[config.mk]
export PLATFORM = sky130hd
export DESIGN_NAME = elevator_sched
export DESIGN_NICKNAME = d
export VERILOG_FILES = /design/src/rtl/elevator_sched.sv
export SDC_FILE = /design/constraint.sdc
export NUM_CORES = 1
export LEC_CHECK = 0
export BUFFER_PORTS_ARGS = -buffer_cell sky130_fd_sc_hd__buf_2
export CORE_MARGIN = 4
export CORE_UTILIZATION = 40
export DETAILED_ROUTE_END_ITERATION = 7
export PLACE_DENSITY = 0.74
export SLEW_MARGIN = 25
export SYNTH_ARGS = -nofsm -noshare
export SYNTH_HDL_FRONTEND = slang
export SYNTH_SLANG_ARGS = --single-unit
[constraint.sdc]
create_clock -name clk -period 3.8 [get_ports clk]
set_input_delay 0.76 -clock clk [delete_from_list [all_inputs] [get_ports clk]]
set_output_delay 0.76 -clock clk [all_outputs]
set_load 0.01 [all_outputs]
[src/rtl/elevator_sched.sv]
// Collective up/down sweep scheduler for a 4-floor car: IDLE -> MOVE -> ARRIVE -> DOOR.
// Optional macro DOOR_HOLD_EN adds a door_hold input that keeps the door open while asserted.
module elevator_sched #(
  parameter int MOVE_CYCLES = 8,
  parameter int DOOR_CYCLES = 4
) (
  input  logic       clk,
  input  logic       rst,
  input  logic [5:0] calls,
`ifdef DOOR_HOLD_EN
  input  logic       door_hold,
`endif
  output logic [1:0] cur_Floor,
  output logic       ce,
  output logic       door_open,
  output logic       moving,
  output logic       dir_up,
  output logic [1:0] state
);

  localparam int MAX_CYC = (MOVE_CYCLES > DOOR_CYCLES) ? MOVE_CYCLES : DOOR_CYCLES;
  localparam int CW = $clog2(MAX_CYC + 1);

  typedef enum logic [1:0] {
    S_IDLE   = 2'd0,
    S_MOVE   = 2'd1,
    S_ARRIVE = 2'd2,
    S_DOOR   = 2'd3
  } state_t;

  state_t        state_q, state_d;
  logic [CW-1:0] cnt_q, cnt_d;
  logic [1:0]    floor_q, floor_d;
  logic          dir_up_q, dir_up_d;
  logic          ce_q, ce_d;
  logic          door_open_q, door_open_d;
  logic          moving_q, moving_d;

  logic [3:0]    req;
  logic          req_here;
  logic          above;
  logic          below;
  logic          hold;

`ifdef DOOR_HOLD_EN
  assign hold = door_hold;
`else
  assign hold = 1'b0;
`endif

  always_comb begin
    req      = {calls[5], calls[3] | calls[4], calls[1] | calls[2], calls[0]};
    req_here = req[floor_q];
    above    = 1'b0;
    below    = 1'b0;
    for (int f = 0; f < 4; f++) begin
      if (2'(f) > floor_q) above = above | req[f];
      if (2'(f) < floor_q) below = below | req[f];
    end
  end

  // State register: rst overrides everything, including a move in progress.
  always_ff @(posedge clk) begin
    if (rst) begin
      state_q     <= S_IDLE;
      cnt_q       <= '0;
      floor_q     <= 2'd0;
      dir_up_q    <= 1'b1;
      ce_q        <= 1'b0;
      door_open_q <= 1'b0;
      moving_q    <= 1'b0;
    end else begin
      state_q     <= state_d;
      cnt_q       <= cnt_d;
      floor_q     <= floor_d;
      dir_up_q    <= dir_up_d;
      ce_q        <= ce_d;
      door_open_q <= door_open_d;
      moving_q    <= moving_d;
    end
  end

  // Next-state logic. Leaving ARRIVE/DOOR without serving the current floor
  // keeps the sweep direction if work remains ahead, otherwise reverses.
  always_comb begin
    state_d  = state_q;
    cnt_d    = cnt_q;
    floor_d  = floor_q;
    dir_up_d = dir_up_q;
    case (state_q)
      S_IDLE: begin
        if (req_here) begin
          state_d = S_DOOR;
        end else if (above) begin
          dir_up_d = 1'b1;
          state_d  = S_MOVE;
        end else if (below) begin
          dir_up_d = 1'b0;
          state_d  = S_MOVE;
        end
      end
      S_MOVE: begin
        if (cnt_q == CW'(MOVE_CYCLES - 1)) begin
          floor_d = dir_up_q ? floor_q + 2'd1 : floor_q - 2'd1;
          state_d = S_ARRIVE;
        end else begin
          cnt_d = cnt_q + 1'b1;
        end
      end
      S_ARRIVE, S_DOOR: begin
        if (state_q == S_ARRIVE && req_here) begin
          state_d = S_DOOR;
        end else if (state_q == S_DOOR && hold) begin
          cnt_d = '0;
        end else if (state_q == S_DOOR && cnt_q != CW'(DOOR_CYCLES - 1)) begin
          cnt_d = cnt_q + 1'b1;
        end else if (dir_up_q ? above : below) begin
          state_d = S_MOVE;
        end else if (dir_up_q ? below : above) begin
          dir_up_d = ~dir_up_q;
          state_d  = S_MOVE;
        end else begin
          state_d = S_IDLE;
        end
      end
      default: state_d = S_IDLE;
    endcase
    if (state_d != state_q) cnt_d = '0;
  end

  // Outputs are decoded from the next state so they are registered with it.
  always_comb begin
    ce_d        = (state_d == S_DOOR);
    door_open_d = (state_d == S_DOOR);
    moving_d    = (state_d == S_MOVE);
  end

  assign cur_Floor = floor_q;
  assign ce        = ce_q;
  assign door_open = door_open_q;
  assign moving    = moving_q;
  assign dir_up    = dir_up_q;
  assign state     = state_q;

endmodule

## Yosys cells after proc, flatten, opt, wreduce, memory -nomap -nowiden

Cells that the tools add are included.

| storage, ports and cells | value |
|---|---|
| register bits | 11 |
| bits of input ports | 8 |
| output and inout bits | 8 |
| logic and storage cells | 87 |

| cells by class | value |
|---|---|
| add/sub/neg operators | 3 |
| $lt $le $gt $ge | 9 |
| equal/unequal tests | 16 |
| multiplexer cells | 34 |
| bitwise logic cells | 9 |
| reductions and logical operators | 10 |

Operators with widths:

| cell | number |
|---|---|
| $mux W1 | 20 |
| $mux W2 | 7 |
| $ne A2 B2 Y1 const B | 7 |
| $mux W4 | 3 |
| $or A1 B1 Y1 | 8 |
| $pmux W4 S2 | 1 |
| $reduce_and A7 Y1 | 1 |
| $eq A2 B2 Y1 const B | 3 |
| $pmux W2 S3 | 1 |
| $add A4 B1 Y4 const B | 1 |
| $eq A2 B1 Y1 const B | 2 |
| $eq A4 B3 Y1 const B | 1 |
| $gt A1 B2 Y1 const A | 2 |
| $gt A2 B2 Y1 const A | 2 |
| $lt A1 B2 Y1 const A | 2 |
| $lt A2 B2 Y1 const A | 2 |
| $ne A4 B2 Y1 const B | 1 |
| $reduce_and A4 Y1 | 1 |
| $reduce_bool A2 Y1 | 2 |
| $reduce_or A2 Y1 | 2 |
| $lt A2 B3 Y1 const B | 1 |
| $ne A3 B3 Y1 const B | 1 |
| $add A2 B1 Y2 const B | 1 |
| $bmux W1 S2 | 1 |
| other kinds (7) | 8 |

## Depth between registers and ports, before layout

Gate-level depths: netlist (run 1).

| depth | value |
|---|---|
| depth in word-level cells | 16 |
| depth in mapped cells | 7 |
| gate-level depth less buffers | 7 |

## Worst setup path after synthesis (run 1)

Ideal clock, no wire load.

| path | value |
|---|---|
| path kind | input to register |
| from | input port calls[4] |
| to | register cnt_q[2] |
| library setup time | 0.088 ns |
| data arrival time | 2.221 ns |
| required time | 3.712 ns |
| path slack | 1.491 ns |
| cell stages on the path | 5 |
| path buffers | 0 |
| cell sequence | or2_0 > a221o_1 > nand2b_4 > or4_4 > a311oi_2 |

| on the way | value |
|---|---|
| word-level cells in the longest chain between the ends | 13 |
| elaborated cells between the ends (all ways) | 26 |
| classes of those cells | eq/ne (2); mux (16); bitwise (5); reduce/logical (3) |

Ends and longest elaborated chain:

| what | line | source |
|---|---|---|
| start, declared | 9 | `input logic [5:0] calls,` |
| $or A1 B1 Y1 * | 52 | `req = {calls[5], calls[3] \| calls[4], calls[1] \| calls[2], calls[0]};` |
| $or A1 B1 Y1 (on tied branches) | 57, 58 |  |
| $mux W1 (on tied branches) | 57, 58 |  |
| $or A1 B1 Y1 (on tied branches) | 57, 58 |  |
| $mux W1 (on tied branches) | 57, 58 |  |
| $mux W1 (2 in series) | 119 | `end else if (dir_up_q ? below : above) begin` |
| $mux W1 | 117 | `end else if (dir_up_q ? above : below) begin` |
| $mux W2 | 115 | `end else if (state_q == S_DOOR && cnt_q != CW'(DOOR_CYCLES - 1)) begin` |
| $mux W2 | 111 | `if (state_q == S_ARRIVE && req_here) begin` |
| $pmux W2 S3 | 90 | `case (state_q)` |
| $ne A2 B2 Y1 | 128 | `if (state_d != state_q) cnt_d = '0;` |
| $reduce_or A2 Y1 (no line) | - |  |
| end signal, assigned | 74 | `cnt_q <= cnt_d;` |
| end, declared | 32 | `logic [CW-1:0] cnt_q, cnt_d;` |

Every way passes the cells marked *; elsewhere a longest branch is shown, timed or not. The select of a mux whose other input is x is not followed.
A chain may end at the register's enable or synchronous reset.

## Worst setup path after layout (run 1)

| path | value |
|---|---|
| from | register floor_q[1], in the netlist cur_Floor[1] |
| to | register cnt_q[2] |

| on the way | value |
|---|---|
| word-level cells in the longest chain between the ends | 16 |
| elaborated cells between the ends (all ways) | 39 |
| classes of those cells | order compare (8); eq/ne (2); mux (20); bitwise (6); reduce/logical (3) |

Ends and longest elaborated chain:

| what | line | source |
|---|---|---|
| start, declared | 33 | `logic [1:0] floor_q, floor_d;` |
| start signal, assigned | 75 | `floor_q <= floor_d;` |
| $gt A1 B2 Y1 or $lt A1 B2 Y1 (tied branches) | 57, 58 |  |
| $mux W1 (on tied branches) | 57, 58 |  |
| $or A1 B1 Y1 (on tied branches) | 57, 58 |  |
| $mux W1 (on tied branches) | 57, 58 |  |
| $or A1 B1 Y1 (on tied branches) | 57, 58 |  |
| $mux W1 (on tied branches) | 57, 58 |  |
| $or A1 B1 Y1 (on tied branches) | 57, 58 |  |
| $mux W1 (on tied branches) | 57, 58 |  |
| $mux W1 (2 in series) | 119 |  |
| $mux W1 | 117 |  |
| $mux W2 | 115 |  |
| $mux W2 | 111 |  |
| $pmux W2 S3 | 90 |  |
| $ne A2 B2 Y1 | 128 |  |
| $reduce_or A2 Y1 (no line) | - |  |

Parallel ways exist; a longest one is shown, timed or not. The select of a mux whose other input is x is not followed.

==> results of run 1 <==
metal layers:
layer | vias to the layer above | GRT usage | share of wire
met2 | 16 | 0.217 | 0.48
li1 | 319 | - | -
met3 | 5 | 0.0267 | 0.048
met5 | - | 0 | 0
met4 | 0 | 0.0807 | 0.024
met1 | 286 | 0.134 | 0.44
logic make-up after synthesis:
group                      count (synthesis)  synth area share
buffers and inverters                      5            0.0312
and+or+nand+nor                           31             0.253
xor gates and xnor gates                   3            0.0364
muxes                                      2            0.0503
DFF                                       11             0.305
AOI/OAI and AO/OA                         20             0.203
adders and majority gates                  7             0.121
power groups by stage:
stage / clock network, W / logic [W] / registers [W]
after floorplan: 0 / 0.0000184 / 0.000128
after global placement: 0 / 0.0000291 / 0.000128
after detailed placement: 0 / 0.0000299 / 0.000128
after CTS: 0.0000840 / 0.0000303 / 0.000125
after global routing: 0.0000894 / 0.0000338 / 0.000126
final: 0.0000838 / 0.0000300 / 0.000125
cell usage after synthesis (all sizes together):
library cell,count
a211oi,1
a21boi,1
a21oi,5
a221o,1
a22oi,1
a311oi,2
a41oi,1
and2,1
and2b,1
and3,1
buf,1
clkbuf,2
dfxtp,11
ha,7
inv,2
mux2i,1
mux4,1
nand2,4
nand2b,5
nand3,2
nand3b,1
nand4b,1
nor2,7
nor2b,3
nor3,1
o21ai,6
o311a,1
o311ai,1
or2,3
or4,1
xnor2,2
xor2,1
cell type report:
class,instances,area share
clock buffers,4,0.0313
inverters,2,0.00894
multi-input cells,63,0.571
flip-flops and latches,11,0.262
well taps,25,0.0373
repair buffers,15,0.0894
per-stage QoR:
step | util | hold slack, ns | worst slack [ns]
final | 0.486 | 0.513 | 1.55
after global routing | 0.486 | 0.533 | 1.42
after CTS | 0.486 | 0.510 | 1.53
after detailed placement | 0.471 | 0.499 | 1.30
after global placement | 0.471 | 0.494 | 1.34
after floorplan | - | 0.471 | 1.49
critical path, stage by stage, from the launching register on:
cell	delay (ns)
dfxtp_1	0.39
inv_1	0.16
ha_1	0.16
and2b_2	0.21
a221o_1	0.36
nand2b_4	0.16
or4_4	0.51
a311oi_2	0.24
state kept, by name, indices dropped and copies added (netlist names):
register,flops
cnt_q,4
state,2
cur_Floor,2
moving,1
door_open,1
dir_up,1
final timing paths:
kind | from | end | slack [ns] | depth (start not counted)
max | cur_Floor[1] | cnt_q[2] | 1.55 | 7
min | cnt_q[1] | cnt_q[1] | 0.51 | 2
max reg2reg | cur_Floor[1] | cnt_q[2] | 1.55 | 7
min reg2reg | cnt_q[1] | cnt_q[1] | 0.51 | 2
==> impl_metrics.tcl, run 1 <==
set metrics [dict create \
    setup_tns_ns 0 \
    antenna_cells 0 \
    yosysSeqAreaShare 0.305 \
    initial_utilization 0.418 \
    drc 0 \
    hold_violations 0 \
    place_inst 116 \
    final_area_um2 840 \
    crit_fanout 9 \
    post-route-period-util 0.593 \
    power_frac_seq 0.524 \
    synth_nets 94 \
    ant_nets 0 \
    fp.dieArea_um2 2550 \
    ys_ff_latch 11 \
    swShare 0.269 \
    routed_wl_um 1440 \
    yosys-top-cells-area "dfxtp_1, ha_1, a311oi_2" \
    synth.distinct_cells 35 \
    cts_buffer_depth 2 \
    fp.dieW_um 50.5 \
    coreArea_um2 1730 \
    outcome "completed" \
    cp-start-kind "flip-flop" \
    final_cell_mix "buf_2, dfxtp_1, nor2_1, ha_1, a21oi_1" \
    overflow 0 \
    layout.nets 111 \
    placed_area_um2 813 \
    antenna_found_initial 0 \
    hold_buffers 0 \
    ir_drop_uv 121 \
    fin_crit_ns 2.25 \
    grt_pass1_wl_um 2370 \
    fillCellCount 179 \
    netlist_instances 79 \
    cts_tree "built" \
    fmax_ghz 0.444 \
    critPathKind "flip-flop to flip-flop" \
    rsz0062_at_grt "false" \
    firstDrtPassIters 4 \
    drv_slew 0 \
    drt_iter0_markers 4 \
    boundaryPins 16 \
    cts_buffers 3 \
    arrival_ns 2.45 \
    num_rows 15 \
    cts_root_buffer "clkbuf_4" \
    cap_violations 0 \
    power.density_nw_per_um2 285 \
    syn-cell-area_um2 722 \
    yosys_warnings 0 \
    htree_num_levels 1 \
    internal_power_w 0.000175 \
    final_common_cell "buf_2" \
    clk_latency_ns 0.28 \
    worstSetupEndpointType "flip-flop" \
    tightest_slew_ns 0.473 \
    gr-usage-all-layers 0.125 \
    cts_resized 0 \
    cts.sinks 11 \
    postCtsSetupBuffers 0 \
    final_cells 120 \
    syn_avg_cell_area_um2 9.14 \
    switchingPower_w 0.0000643 \
    required_ns 4.00 \
    power_frac_clock 0.351 \
    comb_power_share 0.125 \
    dp_hpwl_um 1100 \
    die_height_um 50.5 \
    grt_pass1_vias 576 \
    multi_input_area_um2 479 \
    viasPerCell 5.22 \
    drive_above_1_share 0.263 \
    clk_pin_slew_ns 0.08 \
    gp_congestion 0.744 \
    total_power_w 0.000239 \
    yosys.area.top_type "dfxtp_1" \
    wl_per_cell_um 12.0 \
    port_buffers 15 \
    p_leak_nw 0.364 \
    regArea_um2 220 \
    setup_viol 0 \
    grt_max_degree 15 \
    slew_headroom 0.681 \
    synth_top_cell_area_share 0.305 \
    area_growth_pct 16.3 \
    hold_class "flip-flop to flip-flop" \
    vias 626 \
    fin_worst_skew_ns 0.00688 \
]
Power figures use the tool's default switching activity.
==> run 2, diff against run 1 <==
- PLACE_DENSITY: 0.74 -> 0.76
- clock period: 3.8 -> 1.85 ns (I/O delays scaled with it)
==> run 2 against run 1 <==
Utilization grew 6.3 points. Register-to-register slack lost 1.7 ns. Clock skew down 0.0047 ns. Die area did not move. Sequential share of layout area fell by 2.2 points. The flow now finishes with violations (setup timing). Via count rose by 4.3%. Largest power group unchanged. Combinational power increased by 120%. Cell count grew 8.3%. Total power rose by 100%. Critical path type unchanged. Non-clock buffer count up 10. Sequential cell count stayed put. Sequential power increased by 100%.
==> impl_metrics.tcl, run 2 (synthesis gave the netlist of run 1 again) <==
set metrics [dict create \
    outcome "finished with violations" \
    violations "setup timing" \
    regMostFlops "cnt_q" \
    drt_iter0_markers 13 \
    setup_viol 3 \
    grt_pass1_vias 607 \
    tightest_slew_ns 0.415 \
    final_cells 130 \
    place_inst 123 \
    internal_power_w 0.000358 \
    grt_pass1_wl_um 2610 \
    post-route-period-util 1.06 \
    rsz0062_at_grt "true" \
    coreArea_um2 1730 \
    required_ns 2.03 \
    cap_violations 0 \
    num_rows 15 \
    wl_per_cell_um 11.8 \
    vias 653 \
    critPathKind "flip-flop to flip-flop" \
    power.density_nw_per_um2 507 \
    firstDrtPassIters 4 \
    dp_hpwl_um 1120 \
    boundaryPins 16 \
    swShare 0.256 \
    fp.dieArea_um2 2550 \
    final_cell_mix "buf_2, dfxtp_1, buf_4, nor2_1" \
    antenna_found_initial 0 \
    clk_pin_slew_ns 0.07 \
    cts_buffers 3 \
    comb_power_share 0.136 \
    grt_max_degree 15 \
    fin_crit_ns 1.97 \
    slew_headroom 0.720 \
    crit_fanout 4 \
    ir_drop_uv 212 \
    drive_above_1_share 0.419 \
    port_buffers 15 \
    fin_hold_ws_ns 0.443 \
    overflow 0 \
    ant_nets 0 \
    pre_cts_ws_ns -0.320 \
    largest_register_ffs 4 \
    cts.sinks 11 \
    initial_utilization 0.418 \
    cp-start-kind "flip-flop" \
    gp_congestion 0.749 \
    final_common_cell "buf_2" \
    cts_tree "built" \
    power_frac_seq 0.529 \
    p_leak_nw 0.416 \
    total_power_w 0.000481 \
    cts_root_buffer "clkbuf_4" \
    setup_tns_ns -0.301 \
    worst_slack_ns -0.117 \
    area_growth_pct 31.4 \
    fillCellCount 167 \
    drc 0 \
    cts_buffer_depth 2 \
    viasPerCell 5.02 \
    die_height_um 50.5 \
    clk_latency_ns 0.26 \
    layout.nets 121 \
    hold_class "input pin to flip-flop" \
    power_frac_clock 0.335 \
    antenna_cells 0 \
    fmax_ghz 0.508 \
    drv_slew 0 \
    fp.dieW_um 50.5 \
    routed_wl_um 1540 \
    switchingPower_w 0.000123 \
    hold_violations 0 \
    htree_num_levels 1 \
    fin_worst_skew_ns 0.00215 \
    arrival_ns 2.14 \
    worstSetupEndpointType "flip-flop" \
    gr-usage-all-layers 0.134 \
]
run 2: changes by cell type in the layout (fill, tap and decap cells not counted), moves of 2 or more:
cell / delta
o21ai_2: +2
dfxtp_1: -2
buf_4: +9
dfxtp_4: +2
ha_1: -2
inv_1: -2
o21ai_0: -2
run 2: cell type report:
type	instances	area, µm²	share of cell area
clock buffer	4	26.3	0.0277
tap	25	31.3	0.0330
timing repair buffer	25	154	0.162
inverter	2	10.0	0.0106
sequential	11	228	0.240
multi-input combinational	63	499	0.526
run 2: critical path: stages, from the launching register on:
cell	delay, ns
dfxtp_4	0.36
inv_4	0.06
ha_4	0.11
and2b_2	0.20
a221o_1	0.31
nand2b_4	0.15
or4_4	0.45
a311oi_2	0.25
run 2: final timing paths:
check / endpoint / slack [ns] / startpoint / depth (start not counted)
worst min register to register: cnt_q[0] / 0.52 / cnt_q[0] / 2
worst max-delay path: cnt_q[3] / -0.12 / cur_Floor[1] / 7
worst max register to register: cnt_q[3] / -0.12 / cur_Floor[1] / 7
worst min-delay path: door_open / 0.44 / rst / 2
run 2: per-stage QoR:
stage	area, µm²	util
after floorplan	727	-
after global placement	871	0.504
after detailed placement	871	0.504
after CTS	915	0.530
after global routing	948	0.549
final	948	0.549
run 2: power groups by stage:
stage | clock [W] | combinational, W | sequential [W]
floorplan | 0 | 0.0000377 | 0.000262
global placement | 0 | 0.0000616 | 0.000261
detailed placement | 0 | 0.0000632 | 0.000261
CTS | 0.000170 | 0.0000650 | 0.000254
global route | 0.000180 | 0.0000727 | 0.000256
finish | 0.000161 | 0.0000653 | 0.000255
run 2: timing repair:
action                                  CTS  global route
hold buffers                              0             0
pin swaps                                 1             4
endpoints found under the setup margin    2             5
setup buffers                             2             2
gates resized for setup                   3            10
run 2: per-layer routing:
metal | vias to the layer above | global-route usage | share of wire | routed length (µm)
li1 | 338 | - | - | -
met2 | 19 | 0.224 | 0.51 | 780
met5 | - | 0 | 0 | 0
met1 | 294 | 0.163 | 0.43 | 664
met3 | 2 | 0.0178 | 0.054 | 83
met4 | 0 | 0.0807 | 0.0065 | 10
